==> src/rtl/uart_rx_ctrl.sv <==
// uart_rx_ctrl: UART receive FIFO with valid/ready drain, overrun, idle timeout and irq.
// Ports: clk_i/rst_ni (async active-low) clock and reset; enable_i gates capture;
//   flush_i empties the FIFO; rx_data_i/rx_ready_i byte strobe from the receiver;
//   m_data_o/m_valid_o/m_ready_i FWFT output stream; level_o occupancy 0..DEPTH;
//   overrun_o/clr_overrun_i sticky drop flag; timeout_o sticky idle flag; irq_o interrupt.
// Optional: UART_RX_CTRL_WATERMARK_EN adds watermark_i; irq base term becomes level >= watermark.
module uart_rx_ctrl #(
  parameter int DEPTH = 16,
  parameter int CLKFREQ = 50000000,
  parameter int BAUD = 9600,
  parameter int TIMEOUT_CHARS = 4
) (
  input  logic                     clk_i,
  input  logic                     rst_ni,
  input  logic                     enable_i,
  input  logic                     flush_i,
  input  logic [7:0]               rx_data_i,
  input  logic                     rx_ready_i,
  output logic [7:0]               m_data_o,
  output logic                     m_valid_o,
  input  logic                     m_ready_i,
  output logic [$clog2(DEPTH):0]   level_o,
  output logic                     overrun_o,
  input  logic                     clr_overrun_i,
`ifdef UART_RX_CTRL_WATERMARK_EN
  input  logic [$clog2(DEPTH):0]   watermark_i,
`endif
  output logic                     timeout_o,
  output logic                     irq_o
);
  localparam int AW = $clog2(DEPTH);
  localparam int TC = TIMEOUT_CHARS * 10 * (CLKFREQ / BAUD);
  localparam int CW = $clog2(TC + 1);
  typedef enum logic [1:0] {IDLE, COUNT, EXPIRED} state_t;
  logic [7:0] mem_q [DEPTH];
  logic [AW-1:0] rd_ptr_q, rd_ptr_d, wr_ptr_q, wr_ptr_d;
  logic [AW:0] level_q, level_d;
  logic overrun_q, overrun_d, irq_q, irq_d;
  state_t state_q, state_d;
  logic [CW-1:0] cnt_q, cnt_d;
  logic push, pop, full, wr_en, drop, base;
  assign m_valid_o = level_q != '0;
  assign m_data_o = m_valid_o ? mem_q[rd_ptr_q] : '0;
  assign level_o = level_q;
  assign overrun_o = overrun_q;
  assign timeout_o = state_q == EXPIRED;
  assign irq_o = irq_q;
`ifdef UART_RX_CTRL_WATERMARK_EN
  assign base = (level_q >= watermark_i) & (watermark_i != '0);
`else
  assign base = m_valid_o;
`endif
  always_comb begin
    full = level_q == (AW+1)'(DEPTH);
    push = rx_ready_i & enable_i & ~flush_i;
    pop = m_valid_o & m_ready_i & ~flush_i;
    wr_en = push & (~full | pop);
    drop = push & full & ~pop;
    rd_ptr_d = flush_i ? '0 : rd_ptr_q + AW'(pop);
    wr_ptr_d = flush_i ? '0 : wr_ptr_q + AW'(wr_en);
    level_d = flush_i ? '0 : level_q + (AW+1)'(wr_en) - (AW+1)'(pop);
    overrun_d = drop | (overrun_q & ~clr_overrun_i);
    irq_d = overrun_q | timeout_o | base;
  end
  // Timeout: any push/pop (including a dropped push) restarts the idle count.
  always_comb begin
    state_d = state_q;
    cnt_d = '0;
    if (flush_i || level_d == '0) state_d = IDLE;
    else if (state_q == IDLE || push || pop) state_d = COUNT;
    else if (state_q == COUNT) begin
      if (cnt_q == CW'(TC - 1)) state_d = EXPIRED;
      else cnt_d = cnt_q + 1'b1;
    end
  end
  always_ff @(posedge clk_i) begin
    if (wr_en) mem_q[wr_ptr_q] <= rx_data_i;
  end
  always_ff @(posedge clk_i or negedge rst_ni) begin
    if (!rst_ni) begin
      rd_ptr_q <= '0;
      wr_ptr_q <= '0;
      level_q <= '0;
      overrun_q <= 1'b0;
      irq_q <= 1'b0;
      state_q <= IDLE;
      cnt_q <= '0;
    end else begin
      rd_ptr_q <= rd_ptr_d;
      wr_ptr_q <= wr_ptr_d;
      level_q <= level_d;
      overrun_q <= overrun_d;
      irq_q <= irq_d;
      state_q <= state_d;
      cnt_q <= cnt_d;
    end
  end
endmodule

==> config.mk <==
export PLATFORM = sky130hd
export DESIGN_NAME = uart_rx_ctrl
export DESIGN_NICKNAME = d
export VERILOG_FILES = /design/src/rtl/uart_rx_ctrl.sv
export SDC_FILE = /design/constraint.sdc
export NUM_CORES = 1
export LEC_CHECK = 0
export BUFFER_PORTS_ARGS = -buffer_cell sky130_fd_sc_hd__buf_4
export CELL_PAD_IN_SITES_DETAIL_PLACEMENT = 1
export CELL_PAD_IN_SITES_GLOBAL_PLACEMENT = 1
export CORE_MARGIN = 10
export CORE_UTILIZATION = 31
export CTS_BUF_LIST = sky130_fd_sc_hd__clkbuf_2 sky130_fd_sc_hd__clkbuf_4 sky130_fd_sc_hd__clkbuf_8
export DETAILED_ROUTE_END_ITERATION = 16
export GPL_ROUTABILITY_DRIVEN = 0
export GPL_TIMING_DRIVEN = 1
export PLACE_DENSITY_LB_ADDON = 0.1
export SYNTH_ARGS = -nofsm -noshare
export SYNTH_HDL_FRONTEND = slang
export SYNTH_SLANG_ARGS = --single-unit
==> constraint.sdc <==
create_clock -name clk_i -period 3.5 [get_ports clk_i]
set_input_delay 0.525 -clock clk_i [delete_from_list [all_inputs] [get_ports clk_i]]
set_output_delay 0.525 -clock clk_i [all_outputs]
set_load 0.01 [all_outputs]
Yosys cells after proc, flatten, opt, wreduce, memory -nomap -nowiden
Memories as Yosys holds them, arrays and structs flattened. Cells that the tools add are included.

Input bits: 15. Output and inout bits: 17. Logic and storage cells: 56. Register bits after elaboration: 35. Bits in writable memories: 128. Memories kept: 1.

$add $sub $neg: 5. Bitwise gates (word level): 16. Reductions and logical operators: 9. Equality and inequality tests: 4. Multiplexer cells: 14.

Memories: mem_q (words 16, bits a word 8, read ports 1, clocked after memory_dff 0, write ports 1, RTL line 35) `logic [7:0] mem_q [DEPTH];`.

Operator list (count): $mux W18 (4); $add A18 B1 Y18 const B (1); $eq A18 B18 Y1 const B (1); $add A4 B1 Y4 (2); $and A1 B1 Y1 (8); $mux W2 (4); $mux W4 (2); $mux W8 (1); $reduce_bool A3 Y1 (2); $add A5 B1 Y5 (1); $eq A5 B5 Y1 const B (1); $logic_not A5 Y1 (1); $mux W5 (1); $reduce_bool A5 Y1 (1); $sub A5 B1 Y5 (1); $not A1 Y1 (4); $or A1 B1 Y1 (4); $logic_or A1 B1 Y1 (3); $eq A2 B1 Y1 const B (1); $eq A2 B2 Y1 const B (1); $logic_not A2 Y1 (1); $mux W1 (2); $reduce_and A2 Y1 (1).

Depth between registers and ports, before layout
Depth after elaboration: 12. Gate-level depth with buffers: 16. Mapped depth without buffers: 14.

Worst setup path after synthesis
Ideal clock, no wire load.

Kind: register -> register. Start: register level_q[3], in the netlist level_o[3]. End: register cnt_q[9]. Cell stages (with the launch flop): 16. Slack: 0.503 ns. Path buffers: 2. Arrival time: 2.928 ns. Required time: 3.431 ns. Clock period less this slack: 2.997 ns. Setup time: 0.069 ns. Cells stage by stage: dfrtp_1 > inv_1 > ha_1 > nor3b_1 > a211oi_1 > a31oi_1 > nor2_1 > ha_1 > fa_1 > a21oi_1 > o21bai_1 > xnor2_1 > a311o_1 > buf_4 > buf_8 > nor2_2.

Longest elaborated chain between the ends: 11. Elaborated cells on any way between the ends: 15. Those cells by class: 2 x add/sub; 1 x eq/ne; 3 x mux; 5 x bitwise; 4 x reduce/logical.

Ends and longest elaborated chain: start: declaration (RTL line 37) `logic [AW:0] level_q, level_d;`; start signal: assignment (RTL line 91) `level_q <= level_d;`; $reduce_bool A5 Y1 (RTL line 42) `assign m_valid_o = level_q != '0;`; $and A1 B1 Y1 (2 in a row) (RTL line 56) `pop = m_valid_o & m_ready_i & ~flush_i;`; $or A1 B1 Y1 (RTL line 57) `wr_en = push & (~full | pop);`; $and A1 B1 Y1 (RTL line 57); $add A5 B1 Y5 (RTL line 61) `level_d = flush_i ? '0 : level_q + (AW+1)'(wr_en) - (AW+1)'(pop);`; $sub A5 B1 Y5 (RTL line 61); $mux W5 (RTL line 61); $logic_not A5 Y1 (RTL line 69) `if (flush_i || level_d == '0) state_d = IDLE;`; $logic_or A1 B1 Y1 (RTL line 69); $mux W18 (*) (RTL line 69); net cnt_d[9] (RTL line 40) `logic [CW-1:0] cnt_q, cnt_d;`; end signal: assignment (RTL line 95) `cnt_q <= cnt_d;`; end: declaration (RTL line 40).

Mark *: on every way through the listed nets, which the timed path passes. The rest lies on a longest branch. A chain may end at the register's enable or synchronous reset.

Final worst setup path
Start: register level_q[3], in the netlist level_o[3]. End: register cnt_q[4].

The elaborated chain is that of the path after synthesis.

==> impl_metrics.toml <==
[sta]
max_slew_margin_pct = 63.64
fmax_mhz = 314.1
drv_slew = 0
clock_skew_ps = 8.901
worst_pin_slew_ps = 542.8
rsz0062_at_grt = "false"
finalHoldViolations = 0
setup_viol = 0
fin_crit_ps = 3184
min_period_over_period_pct = 90.97
setup_tns_ps = 0

[drt]
routed-via-count = 3568
drc = 0
drt.antenna.violating_nets = 0
firstDrtPassIters = 4
wl_per_cell_um = 20.36
vias_per_cell = 4.841
drt_iter0_markers = 156
wl_mm = 15.01

[finish]
fillerInstances = 2157
fin_util_pct = 36.90
diodes = 0
final_layout_size_suffix_gt1_share_pct = 27.49
stdcell_area_um2 = 7831
layout_common_cells = "edfxtp_1 (128), buf_4 (49), nor2_1 (34), dfrtp_1 (34), mux4_2 (32)"
area_growth_pct = 15.71
num-nets-final = 475
final_common_cell = "edfxtp_1"
multi_input_area_um2 = 1944
register_area_um2 = 4721
layoutNonFillerInstCount = 737

[global_routing]
use_met3_pct = 2.341
track_usage_pct = 10.99
grt.met2_usage_pct = 17.63
use_met1_pct = 14.48
grt_max_degree = 36
grt_pass1_wl_mm = 23.79
grt_overflow = 0
antenna_found_initial = 0
gr-max-usage-layer = "met2"
grt_pass1_vias = 3972

[worst_setup_path]
rr_worst_depth = 14
r2r-end = "cnt_q[4]"
end_kind = "flop"
cp.arrival_ps = 3510
r2r_start = "level_o[3]"
worstPathRequired_ps = 3830
endpoint = "cnt_q[4]"
critPathKind = "flop to flop"
rrSetupSlack_ps = 320
crit_start = "level_o[3]"
start_kind = "flop"
cp_max_fo = 18

[floorplanning]
rows = 53
die_w_um = 167.8
coreArea_um2 = 21220
start_util_pct = 31.89
die_area_um2 = 28140
io_pins = 32
die_h_um = 167.8

[logic_synthesis]
async_flop_share_pct = 21.47
avgSynthCellArea_um2 = 17.09
yosysWarnings = 0
synth_area_um2 = 6768
synthCells = 396
synthFlopType = "edfxtp_1"
ys_types = 44
yosysSeqAreaShare_pct = 69.74
synth_edf_count = 128
synth_fp_nets = 422
ys_ff_latch = 163

[clocking]
clockBufferDepth = 2
cts_sinks = 163
tritoncts = "done"
post_cts_buffers = 0
htree_levels = 4
cts_buffers = 17
clk_pin_slew_ps = 90
clock_latency_ps = 440
cts_root_buf = "clkbuf_8"

[placement]
detailed_place_hpwl_mm = 9.885
numPortBuffers = 31
place_area_um2 = 7438
place_inst = 705

[hold_path]
hold_path_class = "input pin to async pin"

[run]
cap_violations = 0

[power]
p_leak_nw = 2.629
peakVddDrop_mv = 0.2170
cellPowerDensity_nw_per_um2 = 567.7
power_mw = 4.446

[outcome]
outcome = "finished, final reports clean"
critical path, cell delays in order (launching register included):
cell	delay [ps]
dfrtp_1	410
inv_1	90
ha_1	170
nor4b_4	270
inv_1	150
a31oi_1	200
nor2_1	70
ha_1	220
fa_1	410
a21oi_1	150
o21bai_1	100
xnor2_1	270
a311o_1	210
buf_4	250
nor2_1	90
routing by layer:
layer / share of wire [%] / up-vias
li1: - / 1633
met1: 47 / 1895
met2: 50 / 28
met3: 2.1 / 12
met4: 1.2 / 0
met5: 0 / -
what timing repair did:
action / 4_1_cts / 5_1_grt
hold buffers: 0 / 0
endpoints found under the setup margin: 0 / 18
gates resized for setup: 0 / 1
worst min-delay path by stage:
stage / startpoint / to / slack, ps
after detailed placement: cnt_q[0] / cnt_q[0] / 490
after floorplan: rst_ni / cnt_q[0] / 230
final: rst_ni / cnt_q[17] / 20
after CTS: rst_ni / cnt_q[17] / 20
after global placement: cnt_q[0] / cnt_q[0] / 480
after global routing: rst_ni / cnt_q[17] / 30
per-stage QoR:
stage	hold slack [ps]	worst slack (ps)
2_1_floorplan	229.4	502.6
3_3_place_gp	477.5	384.7
3_5_place_dp	490.2	226.1
4_1_cts	18.10	184.4
5_1_grt	29.12	49.53
6_report	22.96	315.9
synth_stat cells, types with 9 or more instances:
| cell | instances | area share [%] |
|---|---|---|
| edfxtp_1 | 128 | 57 |
| dfrtp_1 | 35 | 13 |
| nor2_1 | 34 | 1.9 |
| mux4_2 | 32 | 11 |
| mux2i_1 | 16 | 2.4 |
| xor2_1 | 13 | 1.7 |
| clkbuf_1 | 11 | 0.61 |
| xnor2_1 | 11 | 1.4 |
| ha_1 | 10 | 1.8 |
| nand2_1 | 10 | 0.55 |
| nand3_1 | 10 | 0.74 |
| nor2b_1 | 9 | 0.83 |
| o22ai_1 | 9 | 0.83 |
where the power goes:
group | total, mW | internal, mW | switching [mW]
Sequential | 2.20 | 2.14 | 0.0653
Combinational | 0.901 | 0.431 | 0.469
Clock | 1.34 | 0.594 | 0.748
logic make-up after synthesis:
kind of cell | synth area share, %
adders and majority gates | 2.145
xor gates and xnor gates | 3.106
muxes | 13.02
DFF | 69.74
AOI/OAI and AO/OA | 2.237
and+or+nand+nor | 8.153
buffers and inverters | 1.608
state kept, by name (all words and copies together) (netlist names):
register   flops
wr_ptr_q       4
mem_q        128
level_o        5
state_q        2
rd_ptr_q       4
cnt_q         18
overrun_o      1
irq_o          1
cell type report:
cell class / count / area share (%)
Sequential cell: 163 / 60.28
Multi-Input combinational cell: 209 / 24.83
Timing Repair Buffer: 51 / 5.208
Tap cell: 275 / 4.394
Clock buffer: 18 / 3.084
Clock inverter: 14 / 1.869
Inverter: 7 / 0.3355
No activity file was read; power rests on OpenSTA's default activity.
